$ cat config.mk
export PLATFORM = sky130hd
export DESIGN_NAME = pipelined_barrel_shifter
export DESIGN_NICKNAME = d
export VERILOG_FILES = /design/src/rtl/pipelined_barrel_shifter.sv
export SDC_FILE = /design/constraint.sdc
export NUM_CORES = 1
export LEC_CHECK = 0
export BUFFER_PORTS_ARGS = -buffer_cell sky130_fd_sc_hd__buf_4
export CAP_MARGIN = 15
export CELL_PAD_IN_SITES_DETAIL_PLACEMENT = 2
export CELL_PAD_IN_SITES_GLOBAL_PLACEMENT = 2
export CORE_MARGIN = 1.5
export CORE_UTILIZATION = 38
export DETAILED_ROUTE_END_ITERATION = 12
export PLACE_DENSITY = 0.83
export SYNTH_ARGS = -nofsm -noshare
export SYNTH_HDL_FRONTEND = slang
export SYNTH_SLANG_ARGS = --single-unit
export TNS_END_PERCENT = 20
$ cat constraint.sdc
create_clock -name clk -period 2 [get_ports clk]
set_input_delay 0.3 -clock clk [delete_from_list [all_inputs] [get_ports clk]]
set_output_delay 0.3 -clock clk [all_outputs]
set_load 0.05 [all_outputs]
$ cat src/rtl/pipelined_barrel_shifter.sv
// Streaming multi-mode barrel shifter: one registered shift level per stage,
// with valid/ready flow control and full backpressure (no skid buffer).
module pipelined_barrel_shifter #(
  parameter  int N      = 8,
  localparam int LEVELS = $clog2(N)
) (
  input  logic              clk,
  input  logic              rst_n,
  input  logic [N-1:0]      data_i,
  input  logic [LEVELS-1:0] shift_amount_i,
  input  logic              shift_direction_i,
  input  logic [1:0]        mode_i,
  input  logic              valid_i,
  output logic              ready_o,
  output logic [N-1:0]      shifted_data_o,
  output logic              valid_o,
  input  logic              ready_i
);

  localparam logic [1:0] MODE_ARITH = 2'b01;
  localparam logic [1:0] MODE_ROT   = 2'b10;

  // One shift level: distance 2**lvl when do_sh is set. Arithmetic left and
  // the reserved mode fall through to the logical path.
  function automatic logic [N-1:0] shift_level(
    input logic [N-1:0] d,
    input int           lvl,
    input logic         do_sh,
    input logic         dir,
    input logic [1:0]   mode,
    input logic         sgn
  );
    logic [2*N-1:0] w;
    logic [N-1:0]   fill;
    logic [N-1:0]   r;
    w    = '0;
    fill = (mode == MODE_ARITH && sgn) ? '1 : '0;
    if (!do_sh) begin
      r = d;
    end else if (mode == MODE_ROT) begin
      if (dir) begin
        w = {d, d} >> (2**lvl);
        r = w[N-1:0];
      end else begin
        w = {d, d} << (2**lvl);
        r = w[2*N-1:N];
      end
    end else if (dir) begin
      w = {fill, d} >> (2**lvl);
      r = w[N-1:0];
    end else begin
      r = d << (2**lvl);
    end
    return r;
  endfunction

  // Per-stage state; index k is the register at the output of level k.
  logic [N-1:0]      data_q [LEVELS];
  logic [N-1:0]      data_d [LEVELS];
  logic [LEVELS-1:0] amt_q  [LEVELS];
  logic [LEVELS-1:0] amt_d  [LEVELS];
  logic [1:0]        mode_q [LEVELS];
  logic [1:0]        mode_d [LEVELS];
  logic              dir_q  [LEVELS];
  logic              dir_d  [LEVELS];
  logic              sgn_q  [LEVELS];
  logic              sgn_d  [LEVELS];
  logic [LEVELS-1:0] vld_q;
  logic [LEVELS-1:0] vld_d;
  logic [LEVELS-1:0] en;

  // Values presented to each level: the inputs for level 0, the previous
  // stage register otherwise.
  logic [N-1:0]      in_data [LEVELS];
  logic [LEVELS-1:0] in_amt  [LEVELS];
  logic [1:0]        in_mode [LEVELS];
  logic              in_dir  [LEVELS];
  logic              in_sgn  [LEVELS];
  logic              in_vld  [LEVELS];

  // Stage enables: a stage may load when it is empty or everything downstream
  // of it moves. Accumulated from the output end to avoid a chained loop.
  always_comb begin
    logic acc;
    acc = ready_i;
    en  = '0;
    for (int k = LEVELS - 1; k >= 0; k--) begin
      acc   = acc || !vld_q[k];
      en[k] = acc;
    end
  end

  // Nothing is accepted while reset is asserted.
  assign ready_o = en[0] && rst_n;

  // Route each level's source: external inputs for level 0, previous stage otherwise.
  always_comb begin
    in_data[0] = data_i;
    in_amt[0]  = shift_amount_i;
    in_mode[0] = mode_i;
    in_dir[0]  = shift_direction_i;
    in_sgn[0]  = data_i[N-1];
    in_vld[0]  = valid_i && ready_o;
    for (int k = 1; k < LEVELS; k++) begin
      in_data[k] = data_q[k-1];
      in_amt[k]  = amt_q[k-1];
      in_mode[k] = mode_q[k-1];
      in_dir[k]  = dir_q[k-1];
      in_sgn[k]  = sgn_q[k-1];
      in_vld[k]  = vld_q[k-1];
    end
  end

  // Next-state per stage: enabled stages load the shifted source, others hold.
  always_comb begin
    vld_d = vld_q;
    for (int k = 0; k < LEVELS; k++) begin
      data_d[k] = data_q[k];
      amt_d[k]  = amt_q[k];
      mode_d[k] = mode_q[k];
      dir_d[k]  = dir_q[k];
      sgn_d[k]  = sgn_q[k];
      if (en[k]) begin
        data_d[k] = shift_level(in_data[k], k, in_amt[k][k], in_dir[k],
                                in_mode[k], in_sgn[k]);
        amt_d[k]  = in_amt[k];
        mode_d[k] = in_mode[k];
        dir_d[k]  = in_dir[k];
        sgn_d[k]  = in_sgn[k];
        vld_d[k]  = in_vld[k];
      end
    end
  end

  // Stage registers; reset clears every valid and zeroes the datapath.
  always_ff @(posedge clk) begin
    if (!rst_n) begin
      vld_q <= '0;
      for (int k = 0; k < LEVELS; k++) begin
        data_q[k] <= '0;
        amt_q[k]  <= '0;
        mode_q[k] <= '0;
        dir_q[k]  <= 1'b0;
        sgn_q[k]  <= 1'b0;
      end
    end else begin
      vld_q <= vld_d;
      for (int k = 0; k < LEVELS; k++) begin
        data_q[k] <= data_d[k];
        amt_q[k]  <= amt_d[k];
        mode_q[k] <= mode_d[k];
        dir_q[k]  <= dir_d[k];
        sgn_q[k]  <= sgn_d[k];
      end
    end
  end

  assign shifted_data_o = data_q[LEVELS-1];
  assign valid_o        = vld_q[LEVELS-1];

endmodule

### Yosys cells after proc, flatten, opt, wreduce, memory -nomap -nowiden

Memory sizes are Yosys's and may differ from the RTL's.
Index checks and enable logic that the tools add are counted.

| word-level totals | value |
|---|---|
| bits in writable memories | 45 |
| memories | 5 |
| register bits | 3 |
| word-level logic and storage cells | 88 |

Memories:

| memory | words | bits a word | rd ports | clocked after Yosys merged registers in | wr ports | RTL line | RTL |
|---|---|---|---|---|---|---|---|
| data_q | 3 | 8 | 3 | 0 | 3 | 58 | `logic [N-1:0] data_q [LEVELS];` |
| amt_q | 3 | 3 | 2 | 0 | 3 | 60 | `logic [LEVELS-1:0] amt_q [LEVELS];` |
| mode_q | 3 | 2 | 2 | 0 | 3 | 62 | `logic [1:0] mode_q [LEVELS];` |
| dir_q | 3 | 1 | 2 | 0 | 3 | 64 | `logic dir_q [LEVELS];` |
| sgn_q | 3 | 1 | 2 | 0 | 3 | 66 | `logic sgn_q [LEVELS];` |

| cells by class | value |
|---|---|
| multiplexer cells | 46 |
| eq/ne operators | 7 |
| reduce and logical (&&, ||, !) cells | 12 |
| bitwise gates (word level) | 15 |

Operators by type and width:

| operator | count |
|---|---|
| $mux 8 | 17 |
| $mux 3 | 6 |
| $mux 1 | 15 |
| $or 1x1->1 | 15 |
| $mux 2 | 7 |
| $eq 2x1->1 const B | 3 |
| $eq 2x2->1 const B | 3 |
| $logic_and 1x1->1 | 5 |
| $mux 4 | 1 |
| $logic_not 1->1 | 3 |
| $logic_or 1x1->1 | 3 |
| $reduce_and 2->1 | 1 |
| $ne 1x1->1 const B | 1 |

### Logic depth before layout (Yosys ltp)

| depth | value |
|---|---|
| depth in word-level cells | 8 |
| gate-level depth with buffers | 5 |
| depth with buffers taken out | 4 |

### Least setup slack after synthesis

Ideal clock, no wire load.

| timing | value |
|---|---|
| path kind | reg-to-reg |
| start point | register vld_q[2] |
| end point | memory data_q[0][1] |
| path buffers | 1 |
| setup slack | 0.313 ns |
| data required time | 1.883 ns |
| stages on the path, launching flop included | 6 |
| arrival time | 1.570 ns |
| clock period less this slack | 1.687 ns |
| path through | dfxtp_1 nand2b_1 buf_6 o21ai_4 inv_1 a22o_1 |

RTL lines:

| what | RTL line | RTL |
|---|---|---|
| from (decl) | 68 | `logic [LEVELS-1:0] vld_q;` |
| from (signal assigned) | 147 | `vld_q <= vld_d;` |
| to (decl) | 58 |  |

### Worst setup path in the final report

| timing | value |
|---|---|
| start point | register vld_q[2] |
| end point | output ready_o |

| between the ends | value |
|---|---|
| longest elaborated chain between the ends | 5 |

Ends and longest elaborated chain:

| what | RTL line | RTL |
|---|---|---|
| $logic_not 1->1 | 88 | `acc = acc \|\| !vld_q[k];` |
| $logic_or 1x1->1 (3 in a row) | 88 |  |
| $logic_and 1x1->1 | 94 | `assign ready_o = en[0] && rst_n;` |
| to (decl) | 14 | `output logic ready_o,` |

Every way passes these cells.

==> impl_metrics.tcl <==
set metrics [dict create \
    ys_seq_area_share_pct 45.7 \
    wire_per_inst_um 18.0 \
    drt_first_pass_iters 4 \
    final_area_um2 2150 \
    vias 1556 \
    status "completed" \
    end_kind "output port" \
    die_w_um 73.8 \
    fin_crit_sh_pct 86.7 \
    clock_path_buffers 2 \
    n_fill_cell 550 \
    yosys.area_share.xor_xnor_pct 0 \
    die_h_um 73.8 \
    reg2reg_depth 4 \
    synth.distinct_cells 36 \
    ys_warn_count 0 \
    track_usage_pct 20.6 \
    drv_cap 0 \
    ys_dominant_reg_cell "dfxtp_1" \
    cts_root_buffer "clkbuf_8" \
    fmax_mhz 577 \
    synth_top_family_by_area "simple AND/OR/NAND/NOR gates" \
    clock_latency_ns 0.30 \
    cp_num_buf_inv 2 \
    finalHoldViolCount 0 \
    critPathLaunchType "flop" \
    ant_nets 0 \
    critical_path_depth 4 \
    rsz0062_at_grt "false" \
    crit_type "reg2out" \
    crit_fanout 7 \
    synth_compound_area_share_pct 19.6 \
    leakage_nw 0.857 \
    antenna_found_initial 0 \
    grt_overflow 0 \
    cts_resized 0 \
    drive_gt1_share_pct 18.7 \
    vias_per_cell 5.54 \
    gp_congestion 0.812 \
    placed_cells 273 \
    arrival_ns 1.43 \
    n_antenna_cell 0 \
    cts_max_level 2 \
    required_ns 1.70 \
    nets 231 \
    dp_hpwl_mm 3.77 \
    tritoncts "done" \
    synthMuxAreaShare_pct 5.26 \
    post_cts_buffers 0 \
    async_flop_share_pct 0 \
    tightestPinTransition_ns 0.549 \
    power_density_nw_per_um2 763 \
    drt_iter0_drc 31 \
    vdd_ir_drop_max_v 0.000275 \
    slew_viol_final 0 \
    avgSynthCellArea_um2 9.57 \
    port_buffers 27 \
    synthSimpleGateAreaFrac_pct 21.6 \
    rows 25 \
    max-slew-margin-rel_pct 63.4 \
    crit_slowest_cell "dfxtp_1" \
    cpPeakStageDelay_ns 0.37 \
    cts.sinks 38 \
    yosys.area_share.adder_pct 0 \
    pin_count 28 \
    ys_top_cells_by_area "dfxtp_1, edfxtp_1, mux2i_1" \
    drt_wl_total_mm 5.06 \
    grt_pass1_vias 1686 \
    fin_tns_setup_ns 0 \
    syn2layout_area_growth_pct 12.7 \
    cts-hold-fix-buffers 0 \
    ys_ff_latch 38 \
    skew_ns 0.00605 \
    numCtsBuffers 5 \
    path_cells "nand2b_1 > o21ai_4 > inv_1 > buf_4" \
    synthesis.area_um2 1900 \
    core_area_um2 4790 \
    regArea_um2 871 \
    synth_edf_count 11 \
    synth.top_cell.area_share_pct 28.4 \
    syn_nets 217 \
    dieArea_um2 5440 \
    start_util_pct 39.8 \
    hold_path.class "in2reg" \
    post-route-min-period_ns 1.73 \
    grt_pass1_wl_mm 8.23 \
    grt_max_degree 37 \
    synth_top_area_cell "dfxtp_1" \
    hold_depth 2 \
    clk_pin_slew_ns 0.08 \
    final_cells 281 \
    cpLargestDelayFamily "buffers and inverters" \
    multi_input_area_um2 885 \
    netlist_instances 199 \
    drcViolationCount 0 \
    dpl_cell_area_um2 2060 \
    setup_viol 0 \
]
## worst register-to-register path, stage by stage, from the launching register on
cell and delay (ns):
dfxtp_1 0.37, nor2b_4 0.28, and2_4 0.26, and3_4 0.28, inv_1 0.15
## cell usage after synthesis, types with 3 or more instances
| master | count |
|---|---|
| a21oi_1 | 12 |
| nor4b_1 | 3 |
| nand2_1 | 13 |
| clkbuf_1 | 5 |
| mux2i_1 | 10 |
| nand3_1 | 6 |
| nor2b_1 | 4 |
| nor3_1 | 4 |
| o21ai_0 | 14 |
| dfxtp_1 | 27 |
| nand4b_1 | 3 |
| and2_1 | 11 |
| a21o_1 | 3 |
| o21a_1 | 3 |
| a311oi_1 | 3 |
| edfxtp_1 | 11 |
| a221oi_1 | 4 |
| inv_1 | 4 |
| buf_2 | 5 |
| nor2_1 | 16 |
| o211ai_1 | 6 |
| buf_4 | 9 |
| a22o_1 | 6 |
## power breakdown
part | total [W] | internal (W) | switching [W]
sequential | 0.000890 | 0.000839 | 0.0000507
clock | 0.000508 | 0.000240 | 0.000268
combinational | 0.000239 | 0.000103 | 0.000136
total | 0.00164 | 0.00118 | 0.000455
## cells by family (layout without fill, tap and decap cells)
logic type,count (synthesis),in the layout
multiplexers,10,10
flip-flops,38,38
buffers and inverters,25,40
AND/OR/NAND/NOR,71,71
AO/OA/AOI/OAI,55,55
## sequential cells by signal, summed over array words and instances (netlist names)
| signal | flops |
|---|---|
| mode_q | 4 |
| amt_q | 3 |
| data_q | 24 |
| vld_q | 3 |
| sgn_q | 2 |
| dir_q | 2 |
## layer usage
| layer | part of all wire [%] | track usage [%] | routed length, um |
|---|---|---|---|
| met1 | 37 | 20.6 | 1880 |
| met3 | 3.2 | 4.12 | 164 |
| met5 | 0 | 0 | 0 |
| met2 | 57 | 39.1 | 2860 |
| met4 | 2.9 | 11.3 | 147 |
## final timing paths
check	start	to	slack [ns]
hold reg to reg	data_q[0][21]$_SDFFE_PN0P_	data_q[0][21]$_SDFFE_PN0P_	0.51
hold / removal	valid_i	vld_q[0]$_SDFFE_PN0P_	0.23
setup / recovery	vld_q[2]$_SDFFE_PN0P_	ready_o	0.27
setup reg to reg	vld_q[2]$_SDFFE_PN0P_	mode_q[0][1]$_SDFFCE_PN0P_	0.39
## per-stage QoR
step / setup WS, ns / hold slack (ns) / utilization, % / power, W
floorplan: 0.313 / 0.414 / - / 0.00106
global placement: 0.468 / 0.485 / 43.1 / 0.00113
detailed placement: 0.398 / 0.494 / 43.1 / 0.00114
CTS: 0.254 / 0.228 / 44.8 / 0.00165
global route: 0.229 / 0.226 / 44.8 / 0.00170
finish: 0.266 / 0.230 / 44.8 / 0.00164
## area by class of cell
type,count,share of cell area [%]
clock buffer,6,3.38
clock inverter,2,0.408
inverter,4,0.700
multi-input combinational,136,41.2
sequential,38,40.6
tap,67,3.91
timing repair buffer,28,9.80
## cell usage in the layout (no fill, tap or decap), types with 4 or more instances in the layout
master,instances
nor2b_1,4
o21ai_0,14
a221oi_1,4
clkbuf_8,5
nand2_1,13
mux2i_1,10
nor2_1,16
dfxtp_1,27
a22o_1,6
buf_4,28
and2_1,11
a21oi_1,12
inv_1,4
o211ai_1,6
edfxtp_1,11
nand3_1,6
nor3_1,4
Note: power is estimated with default switching activity, not from simulation.
